File: src/rtl/piso_stream_if.sv
// rtl/piso_stream_if.sv - word-in / bit-out handshake bundle for piso_stream
interface piso_stream_if #(
  parameter int SIZE = 8
);
  logic [SIZE-1:0] data_in;
  logic            lsb_first_in;
  logic            valid_in;
  logic            ready_out;
  logic            data_out;
  logic            bit_strobe_out;
  logic            busy_out;
  logic            done_out;

  modport master (
    output data_in, lsb_first_in, valid_in,
    input  ready_out, data_out, bit_strobe_out, busy_out, done_out
  );

  modport slave (
    input  data_in, lsb_first_in, valid_in,
    output ready_out, data_out, bit_strobe_out, busy_out, done_out
  );
endinterface

File: src/rtl/piso_stream.sv
// rtl/piso_stream.sv - parallel-in serial-out shifter with one-word holding buffer
// Words shift back-to-back with no gap when the buffer is refilled before a word ends.
module piso_stream #(
  parameter int SIZE = 8,
  parameter int DIV  = 4
) (
  input logic         clk_in,
  input logic         rst_n_in,
  piso_stream_if.slave bus
);
  localparam int PW = (DIV > 1) ? $clog2(DIV) : 1;
  localparam int BW = $clog2(SIZE);
  localparam logic [PW-1:0] PRE_LAST = PW'(DIV - 1);
  localparam logic [BW-1:0] BIT_LAST = BW'(SIZE - 1);
  localparam logic [0:0] ST_IDLE  = 1'b0;
  localparam logic [0:0] ST_SHIFT = 1'b1;

  logic [0:0]      state_q, state_d;
  logic            buf_full_q, buf_full_d;
  logic [SIZE-1:0] buf_data_q, buf_data_d;
  logic            buf_lsb_q, buf_lsb_d;
  logic [SIZE-1:0] sreg_q, sreg_d;
  logic            lsb_q, lsb_d;
  logic [PW-1:0]   pre_q, pre_d;
  logic [BW-1:0]   bit_q, bit_d;
  logic            done_q, done_d;

  logic accept, end_bit, end_word, load;

  // Accept only looks at the registered full flag, so a draining buffer never accepts.
  assign accept   = bus.valid_in & ~buf_full_q;
  assign end_bit  = (state_q == ST_SHIFT) && (pre_q == PRE_LAST);
  assign end_word = end_bit && (bit_q == BIT_LAST);
  assign load     = buf_full_q && ((state_q == ST_IDLE) || end_word);

  always_comb begin
    state_d    = state_q;
    buf_full_d = buf_full_q;
    buf_data_d = buf_data_q;
    buf_lsb_d  = buf_lsb_q;
    sreg_d     = sreg_q;
    lsb_d      = lsb_q;
    pre_d      = pre_q;
    bit_d      = bit_q;
    done_d     = end_word;

    if (accept) begin
      buf_full_d = 1'b1;
      buf_data_d = bus.data_in;
      buf_lsb_d  = bus.lsb_first_in;
    end else if (load) begin
      buf_full_d = 1'b0;
    end

    if (load) begin
      state_d = ST_SHIFT;
      sreg_d  = buf_data_q;
      lsb_d   = buf_lsb_q;
      pre_d   = '0;
      bit_d   = '0;
    end else if (end_word) begin
      state_d = ST_IDLE;
      sreg_d  = '0;
      pre_d   = '0;
      bit_d   = '0;
    end else if (state_q == ST_SHIFT) begin
      if (end_bit) begin
        pre_d  = '0;
        bit_d  = bit_q + BW'(1);
        sreg_d = lsb_q ? {1'b0, sreg_q[SIZE-1:1]} : {sreg_q[SIZE-2:0], 1'b0};
      end else begin
        pre_d = pre_q + PW'(1);
      end
    end
  end

  always_ff @(posedge clk_in or negedge rst_n_in) begin
    if (!rst_n_in) begin
      state_q    <= ST_IDLE;
      buf_full_q <= 1'b0;
      buf_data_q <= '0;
      buf_lsb_q  <= 1'b0;
      sreg_q     <= '0;
      lsb_q      <= 1'b0;
      pre_q      <= '0;
      bit_q      <= '0;
      done_q     <= 1'b0;
    end else begin
      state_q    <= state_d;
      buf_full_q <= buf_full_d;
      buf_data_q <= buf_data_d;
      buf_lsb_q  <= buf_lsb_d;
      sreg_q     <= sreg_d;
      lsb_q      <= lsb_d;
      pre_q      <= pre_d;
      bit_q      <= bit_d;
      done_q     <= done_d;
    end
  end

  assign bus.ready_out      = ~buf_full_q;
  assign bus.busy_out       = (state_q == ST_SHIFT);
  assign bus.bit_strobe_out = (state_q == ST_SHIFT) && (pre_q == '0);
  assign bus.data_out       = (state_q == ST_SHIFT) && (lsb_q ? sreg_q[0] : sreg_q[SIZE-1]);
  assign bus.done_out       = done_q;
endmodule

File: src/flat_wrapper.sv
// flat-port wrapper written by rule: the top's interface ports become plain ports
module piso_stream_flat 
#(
  parameter int SIZE = 8,
  parameter int DIV  = 4
)
  (clk_in, rst_n_in, bus_data_in, bus_lsb_first_in, bus_valid_in, bus_ready_out, bus_data_out, bus_bit_strobe_out, bus_busy_out, bus_done_out);
  piso_stream_if #(.SIZE(SIZE)) bus_i ();
  input logic clk_in;
  input logic rst_n_in;
  input wire logic [$bits(bus_i.data_in)-1:0] bus_data_in;
  input wire logic [$bits(bus_i.lsb_first_in)-1:0] bus_lsb_first_in;
  input wire logic [$bits(bus_i.valid_in)-1:0] bus_valid_in;
  output wire logic [$bits(bus_i.ready_out)-1:0] bus_ready_out;
  output wire logic [$bits(bus_i.data_out)-1:0] bus_data_out;
  output wire logic [$bits(bus_i.bit_strobe_out)-1:0] bus_bit_strobe_out;
  output wire logic [$bits(bus_i.busy_out)-1:0] bus_busy_out;
  output wire logic [$bits(bus_i.done_out)-1:0] bus_done_out;
  assign bus_i.data_in = bus_data_in;
  assign bus_i.lsb_first_in = bus_lsb_first_in;
  assign bus_i.valid_in = bus_valid_in;
  assign bus_ready_out = bus_i.ready_out;
  assign bus_data_out = bus_i.data_out;
  assign bus_bit_strobe_out = bus_i.bit_strobe_out;
  assign bus_busy_out = bus_i.busy_out;
  assign bus_done_out = bus_i.done_out;
  piso_stream #(.SIZE(SIZE), .DIV(DIV)) u_core (.clk_in(clk_in), .rst_n_in(rst_n_in), .bus(bus_i));
endmodule
File: config.mk
export PLATFORM = sky130hd
export DESIGN_NAME = piso_stream_flat
export DESIGN_NICKNAME = d
export VERILOG_FILES = /design/src/rtl/piso_stream_if.sv /design/src/rtl/piso_stream.sv /design/src/flat_wrapper.sv
export SDC_FILE = /design/constraint.sdc
export NUM_CORES = 1
export LEC_CHECK = 0
export BUFFER_PORTS_ARGS = -buffer_cell sky130_fd_sc_hd__buf_4
export CELL_PAD_IN_SITES_DETAIL_PLACEMENT = 1
export CELL_PAD_IN_SITES_GLOBAL_PLACEMENT = 2
export CORE_MARGIN = 1
export CORE_UTILIZATION = 33
export CTS_CLUSTER_DIAMETER = 40
export DETAILED_ROUTE_END_ITERATION = 8
export HOLD_SLACK_MARGIN = 0.1
export PLACE_DENSITY_LB_ADDON = 0.1
export SYNTH_ARGS = -nofsm -noshare
export SYNTH_HDL_FRONTEND = slang
export SYNTH_SLANG_ARGS = --single-unit
File: constraint.sdc
create_clock -name clk_in -period 1.52 [get_ports clk_in]
set_input_delay 0.228 -clock clk_in [delete_from_list [all_inputs] [get_ports clk_in]]
set_output_delay 0.228 -clock clk_in [all_outputs]
set_load 0.01 [all_outputs]
==> results.json <==
{
  "grt_max_degree": 27,
  "synth-seq-area-share": 0.519,
  "clock_skew_ps": 2.25,
  "worst_path_max_delay_cell": "dfrtp_1",
  "setup_viol": 0,
  "leakage_nw": 0.739,
  "crit_type": "flop to flop",
  "cp-end-kind": "flop",
  "fp.dieW_um": 63.6,
  "die_area_um2": 4050,
  "cts.sinks": 26,
  "ys_types": 29,
  "timing.rr.start": "u_core.bit_q[0]",
  "fill_cells": 391,
  "gr-total-overflow": 0,
  "hp-start": "bus_data_in[2]",
  "cts_tree": "yes",
  "crit_chain": "ha_2, ha_4, a21boi_4, nor2_4, a221o_1",
  "io_pins": 17,
  "max_slew.worst_pin.slew_ps": 354,
  "synthTopCellsByArea": "dfrtp_1 52%, mux2_2 9.0%, mux2i_1 6.4%, a221o_1 4.8%, ha_1 4.0%",
  "cts.path.max_buffers": 2,
  "max-slew-margin-rel": 0.764,
  "start_util": 0.342,
  "dr.pass1.iters": 4,
  "whs_path_depth": 2,
  "ys_ff_latch": 26,
  "routed-via-count": 908,
  "rrSetupSlack_ps": 10,
  "drc": 0,
  "nets": 151,
  "ant_nets": 0,
  "r2r-end": "u_core.sreg_q[4]",
  "diodes": 0,
  "clk_latency_ps": 270,
  "peakVddDrop_uv": 745,
  "synthToLayoutAreaGrowth_pct": 28.8,
  "fp-row-count": 22,
  "hold_end": "u_core.buf_data_q[2]",
  "fmax_mhz": 664,
  "power_density_nw_per_um2": 1720,
  "synth_edf_count": 0,
  "place_inst": 173,
  "wire_per_inst_um": 15.2,
  "drt-vias-per-instance": 4.99,
  "synth-async-reset-ratio": 1.00,
  "drtIter0Drc": 42,
  "min_period_ps": 1510,
  "instances_no_fill": 182,
  "gp_congestion": 0.703,
  "status": "finished, final reports clean",
  "port_buffers": 16,
  "wirelength_mm": 2.76,
  "max_stage_delay_ps": 400,
  "grt_util_met3": 0.0380,
  "syn_inst": 105,
  "synth.avg_cell_area_um2": 11.9,
  "drive_above_1_share": 0.410,
  "reg2regPathDepth": 5,
  "crit_arrival_ps": 1670,
  "yosysWarnings": 0,
  "cp.required_ps": 1690,
  "synth.net_count": 121,
  "report.final.slew_viol_count": 0,
  "synth_most_common_cell": "dfrtp_1",
  "rsz0062_at_grt": "yes",
  "synth_top_area_frac": 0.519,
  "crit_fanout": 5,
  "htreeDepth": 1,
  "cp-start-kind": "flop",
  "antenna_found_initial": 0,
  "grt_pass1_vias": 991,
  "use_met1": 0.180,
  "p_total_mw": 2.78,
  "fin_ws_ps": 13.3,
  "yosys.area.top_type": "dfrtp_1",
  "place_hpwl_mm": 1.86,
  "clk_pin_slew_ps": 90,
  "finalCritPeriodShare": 0.991,
  "root_buffer": "clkbuf_8",
  "grt.busiest_layer": "met2",
  "synth_common_cells": "26 x dfrtp_1, 10 x mux2_2, 10 x nor2_1",
  "syn-cell-area_um2": 1250,
  "die_h_um": 63.6,
  "core-area_um2": 3660,
  "hold_violations": 0,
  "numCtsBuffers": 3,
  "grt_pass1_wl_mm": 4.77,
  "hold_path.class": "input pin to flop",
  "drv_cap": 0,
  "synth_flop_cell": "dfrtp_1",
  "grt_use_met2": 0.278,
  "pre_cts_ws_ps": -48.3,
  "track_usage": 0.154
}
-- state kept, by name, indices dropped and copies added, names as in the netlist --
| name | cells |
|---|---|
| u_core.pre_q | 2 |
| u_core.bus.done_out | 1 |
| u_core.buf_data_q | 8 |
| u_core.bus.busy_out | 1 |
| u_core.sreg_q | 8 |
| u_core.buf_lsb_q | 1 |
| u_core.bit_q | 3 |
| u_core.lsb_q | 1 |
| u_core.buf_full_q | 1 |
-- area by class of cell --
class | instances | area [um^2] | share of cell area
clock buffer | 3 | 41.3 | 0.0256
multi-input combinational | 71 | 592 | 0.366
clock inverter | 1 | 30.0 | 0.0186
timing repair buffer | 29 | 224 | 0.139
inverter | 4 | 15.0 | 0.00930
sequential | 26 | 653 | 0.404
tap | 48 | 60.1 | 0.0372
-- cell usage in the layout (no fill, tap or decap), drive strengths merged, types with 2 or more instances in the layout --
cell type and count:
a221o 6, buf 28, clkbuf 3, dfrtp 26
ha 4, inv 4, mux2 11, mux2i 9
nand2 8, nand3b 2, nor2 12, nor2b 2
o21ai 5
-- kinds of logic (layout without fill, tap and decap cells) --
family	count (synthesis)	in the layout	synth area share
AO/OA/AOI/OAI	17	17	0.115
adder cells (fa/ha/maj)	4	4	0.0399
buffers and inverters	9	37	0.0339
flip-flops	26	26	0.519
multiplexers	20	20	0.177
AND/OR/NAND/NOR	29	30	0.116
-- metrics by stage --
| stage | utilization | hold slack [ps] | TNS (ps) | instance area (um^2) |
|---|---|---|---|---|
| 5_1_grt | 0.441 | 171 | -170 | 1620 |
| 3_3_place_gp | 0.403 | 165 | 0 | 1470 |
| 4_1_cts | 0.430 | 172 | -5.20 | 1570 |
| 6_report | 0.441 | 174 | 0 | 1620 |
| 2_1_floorplan | - | -67.6 | 0 | 1250 |
| 3_5_place_dp | 0.403 | 166 | -279 | 1470 |
-- per-layer routing --
| metal | vias to the layer above | share of wire |
|---|---|---|
| li1 | 429 | - |
| met1 | 463 | 0.42 |
| met2 | 14 | 0.54 |
| met3 | 2 | 0.029 |
| met4 | 0 | 0.0043 |
| met5 | - | 0 |
-- worst max-delay path, delay by kind of cell (launching register included) --
family	cells	cell delay [ps]
DFF	1	400
AOI/OAI and AO/OA	2	530
and+or+nand+nor	1	90
adders and majority gates	2	380
-- where the power goes --
group          total [mW]  internal [mW]  switching, mW
Clock               0.584          0.353          0.232
Sequential           1.19          0.979          0.208
Combinational        1.01          0.589          0.421
-- timing repair --
| item | in CTS | in global routing |
|---|---|---|
| hold buffers | 1 | 0 |
| endpoints found under the hold margin | 26 | 0 |
| gates resized for setup | 2 | 8 |
| buffers inserted | 1 | 2 |
| endpoints found under the setup margin | 9 | 11 |
| gates cloned | 1 | 0 |
| pin swaps | 2 | 3 |
-- how the worst max path moves through the flow --
stage	from	end	slack, ps	depth (start not counted)
floorplan	u_core.bit_q[0]	u_core.lsb_q	10	5
global placement	u_core.bit_q[0]	u_core.sreg_q[6]	6	5
detailed placement	u_core.bit_q[0]	u_core.bit_q[0]	-50	4
CTS	u_core.bit_q[0]	u_core.sreg_q[6]	-3	5
global route	u_core.bit_q[0]	u_core.sreg_q[4]	-40	5
finish	u_core.bit_q[0]	u_core.sreg_q[4]	10	5
No activity file was read; power rests on OpenSTA's default activity.
